$ cat src/rtl/fifo_batch_drainer.sv
// ---------------------------------------------------------------------------
// fifo_batch_drainer
//
// Read-side consumer for an async FIFO channel, living in the pop-clock
// domain. It watches the channel occupancy (fifo_pop_dw) and pops words in
// batches: a full batch of BATCH_SIZE words as soon as that many are
// available, or whatever is present once the FIFO has sat non-empty but
// below a batch for TIMEOUT_CYCLES idle cycles. Returned words are buffered
// in a small circular buffer and re-presented as a valid/ready stream.
// Pops are only issued when the buffer is guaranteed to have room for every
// word already on its way plus the new one, so the buffer cannot overflow.
//
// Ports:
//   clk              in   pop-side clock
//   rst_n            in   asynchronous active-low reset
//   fifo_pop_enable  out  registered pop request to the channel
//   fifo_pop_valid   in   channel word valid, one cycle after pop_enable
//   fifo_pop_data    in   channel word
//   fifo_pop_dw      in   channel occupancy
//   out_valid        out  output word valid (buffer non-empty)
//   out_data         out  output word (buffer head, zero when empty)
//   out_ready        in   downstream accept
//   error            out  sticky fault: unexpected word or buffer overflow
//
// Optional build macro FIFO_BATCH_DRAINER_STATS_EN adds stat_words,
// stat_batches and stat_timeouts free-running 32-bit counters.
// ---------------------------------------------------------------------------
module fifo_batch_drainer #(
    parameter int DATA_WIDTH     = 32,
    parameter int LOG_DEPTH      = 5,
    parameter int BATCH_SIZE     = 4,
    parameter int TIMEOUT_CYCLES = 64,
    parameter int OBUF_DEPTH     = 4
) (
    input  logic                  clk,
    input  logic                  rst_n,
    output logic                  fifo_pop_enable,
    input  logic                  fifo_pop_valid,
    input  logic [DATA_WIDTH-1:0] fifo_pop_data,
    input  logic [LOG_DEPTH-1:0]  fifo_pop_dw,
    output logic                  out_valid,
    output logic [DATA_WIDTH-1:0] out_data,
    input  logic                  out_ready,
`ifdef FIFO_BATCH_DRAINER_STATS_EN
    output logic [31:0]           stat_words,
    output logic [31:0]           stat_batches,
    output logic [31:0]           stat_timeouts,
`endif
    output logic                  error
);

    localparam int PTR_W = $clog2(OBUF_DEPTH);
    localparam int CNT_W = PTR_W + 1;
    localparam int TMR_W = $clog2(TIMEOUT_CYCLES + 1);

    typedef enum logic [1:0] {
        IDLE  = 2'd0,
        DRAIN = 2'd1,
        FLUSH = 2'd2
    } state_t;

    state_t               state_q, state_d;
    logic [TMR_W-1:0]     timer_q, timer_d;
    logic [LOG_DEPTH-1:0] quota_q, quota_d;
    logic [LOG_DEPTH-1:0] issued_q, issued_d;
    logic                 issue;

    // Two-stage issue pipeline: stage 0 is the cycle pop_enable is driven,
    // stage 1 is the cycle the channel answers.
    logic                 pop_en_q;
    logic                 ret_q;
    logic [1:0]           inflight;

    logic [DATA_WIDTH-1:0] obuf [OBUF_DEPTH];
    logic [PTR_W-1:0]     rd_ptr_q, rd_ptr_d;
    logic [PTR_W-1:0]     wr_ptr_q, wr_ptr_d;
    logic [CNT_W-1:0]     count_q, count_d;
    logic                 error_q, error_d;
    logic                 obuf_full;
    logic                 wr_en;
    logic                 rd_en;
    logic                 credit_ok;

    assign inflight  = {1'b0, pop_en_q} + {1'b0, ret_q};
    assign obuf_full = (count_q == CNT_W'(OBUF_DEPTH));
    assign wr_en     = fifo_pop_valid && !obuf_full;
    assign rd_en     = out_valid && out_ready;
    // Reserve a slot for every word still on its way plus the new pop.
    assign credit_ok = (32'(count_q) + 32'(inflight) + 32'd1) <= 32'(OBUF_DEPTH);

    // ---------------- batch FSM ----------------
    always_comb begin
        state_d  = state_q;
        timer_d  = timer_q;
        quota_d  = quota_q;
        issued_d = issued_q;
        issue    = 1'b0;
        case (state_q)
            IDLE: begin
                if (fifo_pop_dw >= LOG_DEPTH'(BATCH_SIZE)) begin
                    quota_d = LOG_DEPTH'(BATCH_SIZE);
                    timer_d = '0;
                    state_d = DRAIN;
                end else if (fifo_pop_dw != '0) begin
                    if (timer_q == TMR_W'(TIMEOUT_CYCLES - 1)) begin
                        quota_d = fifo_pop_dw;
                        timer_d = '0;
                        state_d = DRAIN;
                    end else begin
                        timer_d = timer_q + 1'b1;
                    end
                end else begin
                    timer_d = '0;
                end
            end
            DRAIN: begin
                if (issued_q == quota_q) begin
                    state_d = FLUSH;
                end else if (credit_ok) begin
                    issue    = 1'b1;
                    issued_d = issued_q + 1'b1;
                end
            end
            FLUSH: begin
                if (inflight == 2'd0) begin
                    issued_d = '0;
                    state_d  = IDLE;
                end
            end
            default: state_d = IDLE;
        endcase
    end

    // ---------------- output buffer bookkeeping ----------------
    always_comb begin
        wr_ptr_d = wr_ptr_q;
        rd_ptr_d = rd_ptr_q;
        count_d  = count_q;
        error_d  = error_q;
        if (wr_en) begin
            wr_ptr_d = wr_ptr_q + 1'b1;
        end
        if (rd_en) begin
            rd_ptr_d = rd_ptr_q + 1'b1;
        end
        case ({wr_en, rd_en})
            2'b10:   count_d = count_q + 1'b1;
            2'b01:   count_d = count_q - 1'b1;
            default: count_d = count_q;
        endcase
        // A word with no pop in its return slot, or one that finds the
        // buffer full, is a protocol fault; the overflow word is dropped.
        if (fifo_pop_valid && (!ret_q || obuf_full)) begin
            error_d = 1'b1;
        end
    end

    always_ff @(posedge clk or negedge rst_n) begin
        if (!rst_n) begin
            state_q  <= IDLE;
            timer_q  <= '0;
            quota_q  <= '0;
            issued_q <= '0;
            pop_en_q <= 1'b0;
            ret_q    <= 1'b0;
            rd_ptr_q <= '0;
            wr_ptr_q <= '0;
            count_q  <= '0;
            error_q  <= 1'b0;
        end else begin
            state_q  <= state_d;
            timer_q  <= timer_d;
            quota_q  <= quota_d;
            issued_q <= issued_d;
            pop_en_q <= issue;
            ret_q    <= pop_en_q;
            rd_ptr_q <= rd_ptr_d;
            wr_ptr_q <= wr_ptr_d;
            count_q  <= count_d;
            error_q  <= error_d;
        end
    end

    // Storage has no reset; out_data is masked while the buffer is empty.
    always_ff @(posedge clk) begin
        if (wr_en) begin
            obuf[wr_ptr_q] <= fifo_pop_data;
        end
    end

    assign fifo_pop_enable = pop_en_q;
    assign out_valid       = (count_q != '0);
    assign out_data        = out_valid ? obuf[rd_ptr_q] : '0;
    assign error           = error_q;

`ifdef FIFO_BATCH_DRAINER_STATS_EN
    logic        drain_entry;
    logic        timeout_entry;
    logic [31:0] stat_words_q, stat_batches_q, stat_timeouts_q;

    assign drain_entry   = (state_q == IDLE) && (state_d == DRAIN);
    assign timeout_entry = drain_entry && (fifo_pop_dw < LOG_DEPTH'(BATCH_SIZE));

    always_ff @(posedge clk or negedge rst_n) begin
        if (!rst_n) begin
            stat_words_q    <= '0;
            stat_batches_q  <= '0;
            stat_timeouts_q <= '0;
        end else begin
            if (fifo_pop_valid) stat_words_q    <= stat_words_q + 32'd1;
            if (drain_entry)    stat_batches_q  <= stat_batches_q + 32'd1;
            if (timeout_entry)  stat_timeouts_q <= stat_timeouts_q + 32'd1;
        end
    end

    assign stat_words    = stat_words_q;
    assign stat_batches  = stat_batches_q;
    assign stat_timeouts = stat_timeouts_q;
`endif

endmodule

$ cat config.mk
export PLATFORM = sky130hd
export DESIGN_NAME = fifo_batch_drainer
export DESIGN_NICKNAME = d
export VERILOG_FILES = /design/src/rtl/fifo_batch_drainer.sv
export SDC_FILE = /design/constraint.sdc
export NUM_CORES = 1
export LEC_CHECK = 0
export BUFFER_PORTS_ARGS = -buffer_cell sky130_fd_sc_hd__buf_2
export CAP_MARGIN = 20
export CORE_MARGIN = 5
export CORE_UTILIZATION = 45
export CTS_CLUSTER_DIAMETER = 150
export CTS_CLUSTER_SIZE = 10
export DETAILED_ROUTE_END_ITERATION = 8
export GPL_TIMING_DRIVEN = 1
export HOLD_SLACK_MARGIN = 0.03
export PLACE_DENSITY = 0.67
export SLEW_MARGIN = 20
export SYNTH_ARGS = -nofsm -noshare
export SYNTH_HDL_FRONTEND = slang
export SYNTH_SLANG_ARGS = --single-unit
$ cat constraint.sdc
create_clock -name clk -period 2.2 [get_ports clk]
set_input_delay 0.22 -clock clk [delete_from_list [all_inputs] [get_ports clk]]
set_output_delay 0.22 -clock clk [all_outputs]
set_load 0.01 [all_outputs]
==> impl_metrics.csv, run 1 <==
group,metric,value,unit
status,status,"finished, violations left",
status,violations,"negative setup slack",
finish,design_area,8140,um2
finish,seq_area,4570,um2
floorplan,fp-row-count,43,
clock_tree,cts_max_level,4,
timing,holdWs,0.0553,ns
clock_tree,numCtsBuffers,17,
finish,fill_cells,1089,
global_route,grt_pass1_wl,19.2,mm
floorplan,die_x,129,um
placement,pre_cts_slack,-0.0388,ns
placement,dpl.cell_count,611,
synth,async_flop_share,18.5,%
finish,nets,542,
timing,timing_hold_violations_final,0,
finish,num_antenna_cells,0,
global_route,grt_max_degree,34,
worst_setup_path,worst-endpoint-required,2.51,ns
clock_tree,cts_tree,"yes",
finish,multi_input_area,1750,um2
worst_setup_path,worstSetupEndpointType,"register",
timing,skew,0.00615,ns
synth,ys_seq_elements,157,
timing,min_period,2.27,ns
synth,synthCells,355,
synth,yosys-top-cells-area,"edfxtp_1 (60%), dfrtp_1 (11%), mux4_2 (11%), and2_1 (3.7%), ha_1 (2.2%)",
global_route,overflow,0,
finish,synthToLayoutAreaGrowth,28.0,%
clock_tree,clk-insertion-delay-late,0.42,ns
placement,dp_hpwl,7.46,mm
timing,grt_setup_unrepaired,"true",
timing,slew_viol_final,0,
worst_setup_path,worstPathArrival,2.57,ns
pwr,ir_worst_vdd,0.632,mV
synth,yosysWarningCount,0,
detailed_routing,first_iter_violations,248,
detailed_routing,vias,3522,
synth,dominantRegCellSynth,"edfxtp_1",
finish,layout-drive-gt1-share,35.3,%
clock_tree,clockBufferDepth,2,
worst_setup_path,startpoint_type,"register",
floorplan,die_area,16600,um2
timing,worst_slack,-0.0669,ns
detailed_routing,wl_per_cell,17.7,um
finish,fin_cells,682,
synth,yosysMostFrequentCell,"edfxtp_1",
worst_setup_path,worstPathMaxFanout,7,
synth,synth_cell_type_count,39,
worst_setup_path,worstSetupPathType,"register to register",
timing,max_slew_margin,56.0,%
floorplan,ios,76,
placement,io_buffers,75,
detailed_routing,ant_nets,0,
global_route,gr-usage-all-layers,15.4,%
synth,synth.net_count,408,
placement,place.gp.congestion,0.747,
hold_path,hp-class,"input pin to register",
floorplan,start_util,45.8,%
synth,synth_top_area_cell,"edfxtp_1",
synth,synth_common_cells,"edfxtp_1 (128), and2_1 (38), mux4_2 (32), dfrtp_1 (29), nand2_1 (22)",
pwr,p_total,11.3,mW
clock_tree,cts.sinks,157,
floorplan,core_area,13900,um2
detailed_routing,viasPerCell,5.16,
timing,fin_crit_sh,103,%
clock_tree,path_clk_slew,0.06,ns
synth,seq_area_frac_synth,71.9,%
timing,fmax,441,MHz
placement,placed_cell_area,7050,um2
detailed_routing,drt_wl_total,12.0,mm
pwr,p_per_area,1380,nW/um2
synth,syn_avg_cell_area,17.9,um2
timing,setup_viol,4,
detailed_routing,route.detailed.drc,0,
synth,synth_top_cell_area_share,60.5,%
global_route,grt_pass1_vias,3748,
timing,worstMarginPinSlew,0.660,ns
synth,synth-edff-count,128,
pwr,p_leak,3.08,nW
synth,synth_area,6360,um2
global_route,antenna_found_initial,1,
flow_run,cap_violations,0,
floorplan,die_h,129,um
detailed_routing,dr.pass1.iters,5,
clock_tree,cts_root_buffer,"clkbuf_16",
-- flip-flops by register name (all words and copies together), names as in the netlist --
register / cells
rd_ptr_q: 2
issued_q: 5
error: 1
timer_q: 7
quota_q: 5
state_q: 2
count_q: 3
obuf: 128
wr_ptr_q: 2
ret_q: 1
fifo_pop_enable: 1
-- cell type report --
type                       instances  share of cell area, %
sequential                       157                   56.2
multi-input combinational        175                   21.5
timing repair buffer             127                   11.3
clock buffer                      20                   5.37
tap                              180                   2.77
clock inverter                    12                   2.35
inverter                          11                  0.538
-- logic make-up (layout without fill, tap and decap cells) --
family,Yosys count,count (layout),share of synthesized area [%]
DFF,157,157,71.9
muxes,37,37,12.1
buffers and inverters,23,170,1.44
xor gates and xnor gates,11,11,1.52
and+or+nand+nor,93,93,8.03
AOI/OAI and AO/OA,22,22,2.52
adders and majority gates,12,12,2.48
-- cells in the final DEF (no fill, tap or decap), drive strengths merged, types with 3 or more instances in the layout --
cell	n
nand3	5
inv	13
mux4	32
dlygate4sd3	33
nor3	4
clkinv	4
and3	4
dfrtp	29
ha	11
nand2	22
mux2i	4
clkbuf	21
nor2	7
bufinv	5
and2	38
edfxtp	128
buf	93
o21ai	10
xor2	8
nand4	3
xnor2	3
-- through the flow --
stage | utilization, % | TNS, ns
4_1_cts | 57.8 | -0.0428
2_1_floorplan | - | 0
6_report | 58.6 | -0.218
5_1_grt | 58.6 | -0.816
3_5_place_dp | 50.8 | -0.0388
3_3_place_gp | 50.8 | 0
-- worst paths after layout --
check / depth (start not counted) / slack [ns] / start / endpoint
setup / recovery: 9 / -0.07 / fifo_pop_enable / issued_q[0]
hold / removal: 3 / 0.06 / fifo_pop_dw[0] / quota_q[0]
setup reg to reg: 9 / -0.07 / fifo_pop_enable / issued_q[0]
hold reg to reg: 1 / 0.46 / error / error
max in group asynchronous: 2 / 1.37 / rst_n / rd_ptr_q[0]
min in group asynchronous: 2 / 0.36 / rst_n / timer_q[4]
-- power breakdown --
part / internal (mW) / switching, mW / total (mW) / leakage (nW)
logic: 2.02 / 1.88 / 3.90 / 1.24
clock network: 2.01 / 1.10 / 3.11 / 0.302
registers: 3.92 / 0.336 / 4.25 / 1.54
total: 7.94 / 3.32 / 11.3 / 3.08
-- worst max-delay path: stages, from the launching register on --
cell and delay [ns]:
dfrtp_1 0.41, inv_2 0.06, ha_4 0.27, inv_4 0.03
ha_4 0.25, a21boi_1 0.05, o311a_2 0.41, a211oi_4 0.34
nor2b_2 0.08, mux2_4 0.26
-- routing by layer --
metal	GRT usage [%]	routed length (um)	vias to the layer above
li1	-	-	1639
met1	18.9	5110	1766
met2	25.5	6060	96
met3	4.32	640	19
met4	7.16	221	2
met5	0	7	-
-- timing repair --
action | 4_1_cts | 5_1_grt
hold endpoints to repair | 157 | 0
gates resized for setup | 0 | 17
buffers inserted | 2 | 3
endpoints found under the setup margin | 2 | 37
hold buffers | 33 | 0
pin swaps | 0 | 7
cloned | 0 | 1
No activity file was read; power rests on OpenSTA's default activity.
==> run 2, diff against run 1 <==
--- a/config.mk
+++ b/config.mk
@@ -5,16 +5,15 @@
 export SDC_FILE = /design/constraint.sdc
 export NUM_CORES = 1
 export LEC_CHECK = 0
-export BUFFER_PORTS_ARGS = -buffer_cell sky130_fd_sc_hd__buf_2
 export CAP_MARGIN = 20
 export CORE_MARGIN = 5
 export CORE_UTILIZATION = 45
 export CTS_CLUSTER_DIAMETER = 150
 export CTS_CLUSTER_SIZE = 10
 export DETAILED_ROUTE_END_ITERATION = 8
+export DONT_BUFFER_PORTS = 1
 export GPL_TIMING_DRIVEN = 1
 export HOLD_SLACK_MARGIN = 0.03
-export PLACE_DENSITY = 0.67
 export SLEW_MARGIN = 20
 export SYNTH_ARGS = -nofsm -noshare
 export SYNTH_HDL_FRONTEND = slang
==> impl_metrics.csv, run 2 (synthesized netlist as in run 1, its figures left out) <==
group,metric,value,unit
timing,min_period,2.21,ns
detailed_routing,first_iter_violations,253,
global_route,grt_max_degree,34,
finish,layout-drive-gt1-share,23.5,%
finish,final_common_cell,"edfxtp_1",
worst_setup_path,worstPathMaxFanout,5,
pwr,p_total,10.4,mW
detailed_routing,viasPerCell,5.27,
placement,io_buffers,0,
placement,dpl.cell_count,539,
pwr,p_per_area,1340,nW/um2
floorplan,die_h,129,um
finish,synthToLayoutAreaGrowth,21.5,%
worst_setup_path,worstPathArrival,2.51,ns
finish,num_antenna_cells,0,
floorplan,start_util,45.8,%
detailed_routing,wl_per_cell,19.1,um
timing,max_slew_margin,68.2,%
floorplan,die_x,129,um
finish,largest_reg_flops,128,
clock_tree,clockBufferDepth,2,
detailed_routing,drt_wl_total,11.7,mm
detailed_routing,route.detailed.drc,0,
pwr,ir_worst_vdd,0.581,mV
global_route,overflow,0,
worst_setup_path,worstPathCellList,"inv_2 > ha_4 > inv_2 > ha_4 > a21boi_2 > o311a_4 > a211oi_4 > nor2b_2 > mux2_2",
global_route,gr-usage-all-layers,15.3,%
hold_path,hp-class,"input pin to register",
flow_run,cap_violations,0,
global_route,antenna_found_initial,2,
timing,slew_viol_final,0,
clock_tree,numCtsBuffers,17,
detailed_routing,ant_nets,0,
timing,timing_hold_violations_final,0,
pwr,p_leak,2.75,nW
timing,setup_viol,1,
global_route,grt_pass1_wl,18.8,mm
timing,fmax,453,MHz
clock_tree,clk-insertion-delay-late,0.42,ns
worst_setup_path,worstSetupEndpointType,"register",
status,violations,"negative setup slack",
worst_setup_path,r2r_start,"fifo_pop_enable",
clock_tree,cts_max_level,4,
detailed_routing,dr.pass1.iters,4,
timing,worst_slack,-0.00807,ns
timing,grt_setup_unrepaired,"true",
floorplan,ios,76,
worst_setup_path,startpoint_type,"register",
clock_tree,cts_root_buffer,"clkbuf_16",
finish,regMostFlops,"obuf",
timing,worstMarginPinSlew,0.473,ns
finish,final_cell_mix,"edfxtp_1 (128), and2_1 (38), dlygate4sd3_1 (38)",
timing,fin_crit_sh,100,%
worst_setup_path,worstSetupPathType,"register to register",
worst_setup_path,worst-endpoint-required,2.50,ns
finish,biggestRegsByFlops,"obuf x128, timer_q x7",
finish,design_area,7720,um2
floorplan,core_area,13900,um2
hold_path,hold_start,"fifo_pop_dw[2]",
finish,fin_cells,610,
detailed_routing,vias,3216,
clock_tree,cts_tree,"yes",
placement,dp_hpwl,7.35,mm
timing,skew,0.00705,ns
floorplan,fp-row-count,43,
worst_setup_path,cp_slowest_cell,"dfrtp_1",
worst_setup_path,critPathMaxStageDelay,0.40,ns
placement,place.gp.congestion,0.682,
global_route,grt_pass1_vias,3465,
finish,nets,470,
placement,placed_cell_area,6710,um2
floorplan,die_area,16600,um2
clock_tree,path_clk_slew,0.06,ns
clock_tree,cts.sinks,157,
status,status,"finished, violations left",
worst_setup_path,startpoint,"fifo_pop_enable",
## run 2: cell types whose count changed in the layout (fill, tap and decap cells not counted), moves of 2 or more
cell           before  now
inv_6               2    0
clkinv_2            1    5
dlygate4sd3_1      33   38
buf_2              75    0
bufinv_16           5    2
clkinv_4            0    2
## run 2: repair_timing
item | CTS | global route
buffers inserted | 0 | 1
setup endpoints to repair | 1 | 5
hold buffers | 39 | 0
pin swaps | 0 | 7
gates resized for setup | 1 | 10
hold endpoints to repair | 160 | 0
## run 2: critical path: cells and delay by family (launching register included)
kind | cells | cell delay [ns]
adder cells (fa/ha/maj) | 2 | 0.52
flip-flops | 1 | 0.40
multiplexers | 1 | 0.26
AO/OA/AOI/OAI | 3 | 0.73
AND/OR/NAND/NOR | 1 | 0.08
buffers and inverters | 2 | 0.10
## run 2: per-layer routing
metal / global-route usage [%] / vias to the layer above / part of all wire, %
met2: 23.6 / 78 / 49
met4: 4.82 / 4 / 0.94
met1: 20.1 / 1641 / 44
met5: 0 / - / 0.18
li1: - / 1482 / -
met3: 5.98 / 11 / 6.4
## run 2: layout make-up
class,count,area (um2)
clock buffer,19,433
timing repair buffer,55,571
inverter,11,41.3
clock inverter,13,125
sequential,157,4570
fill,1104,6160
multi-input combinational,175,1760
tap,180,225
## run 2: where the power goes
part,switching [mW],total [mW],internal (mW),leakage (nW)
sequential,0.313,4.23,3.91,1.54
clock,1.11,2.76,1.65,0.271
combinational,1.78,3.38,1.60,0.941
total,3.20,10.4,7.17,2.75
## run 2: worst paths after layout
kind                                    end  slack, ns  cells after the start
worst max-delay path            issued_q[0]     -0.008                      9
worst min-delay path             quota_q[2]       0.05                      2
worst max register to register  issued_q[0]     -0.008                      9
worst min register to register        ret_q       0.45                      0
max in group asynchronous       rd_ptr_q[0]       1.77                      2
min in group asynchronous        quota_q[1]       0.24                      2
## run 2: through the flow
stage	worst slack, ns	TNS, ns	utilization, %	hold slack, ns
2_1_floorplan	0.0456	0	-	-0.0756
3_3_place_gp	0.0713	0	48.3	-0.0745
3_5_place_dp	-0.0239	-0.0239	48.3	-0.0746
4_1_cts	0.000635	0	55.2	0.0504
5_1_grt	-0.136	-0.327	55.6	0.0664
6_report	-0.00807	-0.00807	55.6	0.0546
==> run 3, diff against run 2 <==
--- a/config.mk
+++ b/config.mk
@@ -7,13 +7,14 @@
 export LEC_CHECK = 0
 export CAP_MARGIN = 20
 export CORE_MARGIN = 5
-export CORE_UTILIZATION = 45
+export CORE_UTILIZATION = 55
 export CTS_CLUSTER_DIAMETER = 150
 export CTS_CLUSTER_SIZE = 10
 export DETAILED_ROUTE_END_ITERATION = 8
 export DONT_BUFFER_PORTS = 1
 export GPL_TIMING_DRIVEN = 1
 export HOLD_SLACK_MARGIN = 0.03
+export PLACE_DENSITY = 0.73
 export SLEW_MARGIN = 20
 export SYNTH_ARGS = -nofsm -noshare
 export SYNTH_HDL_FRONTEND = slang
==> impl_metrics.csv, run 3 (synthesized netlist as in run 1, its figures left out) <==
group,metric,value,unit
status,status,"finished, final reports clean",
worst_setup_path,crit_top_cell,"ha_4",
global_route,busiest_layer,"met2",
clock_tree,clk-insertion-delay-late,0.41,ns
pwr,p_total,10.6,mW
pwr,ir_worst_vdd,0.761,mV
timing,grt_setup_unrepaired,"false",
worst_setup_path,worstSetupPathType,"register to register",
clock_tree,numCtsBuffers,17,
floorplan,fp-row-count,39,
global_route,overflow,0,
placement,io_buffers,0,
finish,final_common_cell,"edfxtp_1",
worst_setup_path,worstPathCellList,"inv_2 > ha_4 > inv_4 > ha_4 > a21boi_2 > o311a_4 > a211oi_4 > nor2b_2 > mux2_4",
timing,fin_crit_sh,95.5,%
global_route,grt_max_degree,34,
finish,design_area,7740,um2
timing,min_period,2.10,ns
global_route,grt.met1_usage,21.3,%
hold_path,hp-class,"input pin to register",
global_route,gr-usage-all-layers,17.2,%
detailed_routing,wl_per_cell,19.5,um
detailed_routing,route.detailed.drc,0,
finish,final_cell_mix,"edfxtp_1 (128), and2_1 (38), dlygate4sd3_1 (38)",
worst_setup_path,worstPathArrival,2.40,ns
detailed_routing,dr.pass1.iters,4,
clock_tree,cts_tree,"yes",
pwr,p_leak,2.77,nW
worst_setup_path,worst-endpoint-required,2.50,ns
detailed_routing,ant_nets,0,
finish,largest_reg_flops,128,
finish,biggestRegsByFlops,"obuf x128, timer_q x7",
timing,worstMarginPinSlew,0.458,ns
clock_tree,cts.sinks,157,
timing,fmax,476,MHz
timing,max_slew_margin,69.2,%
placement,dp_hpwl,7.10,mm
hold_path,hold_depth,2,
detailed_routing,vias,3241,
placement,place.gp.congestion,0.738,
detailed_routing,viasPerCell,5.63,
finish,synthToLayoutAreaGrowth,21.7,%
flow_run,cap_violations,0,
floorplan,die_area,13800,um2
worst_setup_path,worstPathMaxFanout,5,
global_route,use_met2,28.2,%
global_route,grt_pass1_vias,3415,
finish,fin_cells,576,
worst_setup_path,critPathMaxStageDelay,0.40,ns
clock_tree,cts_root_buffer,"clkbuf_16",
global_route,met3_usage,6.15,%
global_route,antenna_found_initial,1,
timing,timing_hold_violations_final,0,
floorplan,core_area,11400,um2
floorplan,die_x,118,um
floorplan,ios,76,
floorplan,die_h,118,um
clock_tree,path_clk_slew,0.06,ns
placement,dpl.cell_count,500,
global_route,grt_pass1_wl,18.2,mm
pwr,p_per_area,1370,nW/um2
worst_setup_path,startpoint_type,"register",
floorplan,start_util,55.9,%
finish,layout-drive-gt1-share,24.5,%
clock_tree,clockBufferDepth,2,
finish,regMostFlops,"obuf",
timing,holdWs,0.0432,ns
worst_setup_path,cp_slowest_cell,"dfrtp_1",
finish,fill_cells,733,
worst_setup_path,rr_worst_depth,9,
detailed_routing,drt_wl_total,11.2,mm
placement,placed_cell_area,6640,um2
detailed_routing,first_iter_violations,236,
finish,nets,472,
timing,slew_viol_final,0,
timing,skew,0.00535,ns
worst_setup_path,worstSetupEndpointType,"register",
clock_tree,cts_max_level,4,
timing,setup_viol,0,
[run 3: cell types whose count changed in the layout (fill, tap and decap cells not counted), moves of 2 or more]
cell        change
buf_4           +2
clkbuf_8        +2
clkinv_2        -3
clkinv_4        -2
clkinvlp_4      +3
[run 3: path summary, 6_finish.rpt]
check	slack, ns	end	start
worst max-delay path	0.1	issued_q[0]	fifo_pop_enable
worst min-delay path	0.04	quota_q[2]	fifo_pop_dw[2]
worst max register to register	0.1	issued_q[0]	fifo_pop_enable
worst min register to register	0.46	ret_q	fifo_pop_enable
max in group asynchronous	1.77	rd_ptr_q[1]	rst_n
min in group asynchronous	0.25	quota_q[4]	rst_n
[run 3: cell type report]
class                           instances  area (um2)  share of cell area [%]
Tap cell                              143         179                    2.31
Clock buffer                           21         460                    5.95
Antenna cell                            1        2.50                  0.0323
Timing Repair Buffer                   57         577                    7.45
Clock inverter                         11         141                    1.83
Inverter                               11        43.8                   0.566
Sequential cell                       157        4570                    59.1
Multi-Input combinational cell        175        1760                    22.8
[run 3: critical path: cells and delay by family (launching register included)]
kind,cells,cell delay (ns)
mux,1,0.26
compound gates,3,0.61
fa+ha+maj,2,0.52
flops,1,0.40
simple gates,1,0.09
buf+inv,2,0.10
[run 3: power by group]
group / internal, mW / switching, mW
sequential: 3.91 / 0.301
combinational: 1.65 / 1.78
clock: 1.83 / 1.08
total: 7.40 / 3.17
[run 3: layer usage]
layer  wire length [um]  part of all wire [%]
met5                  0                     0
met4                119                   1.1
met3                712                   6.3
met2               5850                    52
met1               4550                    40
[run 3: metrics by stage]
| stage | utilization (%) | setup TNS, ns | setup WS, ns |
|---|---|---|---|
| finish | 68.1 | 0 | 0.0999 |
| global route | 68.1 | 0 | 0.0127 |
| CTS | 67.9 | -0.0177 | -0.0177 |
| detailed placement | 58.4 | -0.0284 | -0.0284 |
| global placement | 58.4 | 0 | 0.0735 |
| floorplan | - | 0 | 0.0456 |
[run 3: timing repair]
| action | CTS | global route |
|---|---|---|
| setup endpoints to repair | 1 | 6 |
| endpoints found under the hold margin | 160 | 0 |
| pin swaps | 5 | 4 |
| hold buffers | 39 | 0 |
| setup buffers | 3 | 1 |
| resized for setup | 12 | 4 |
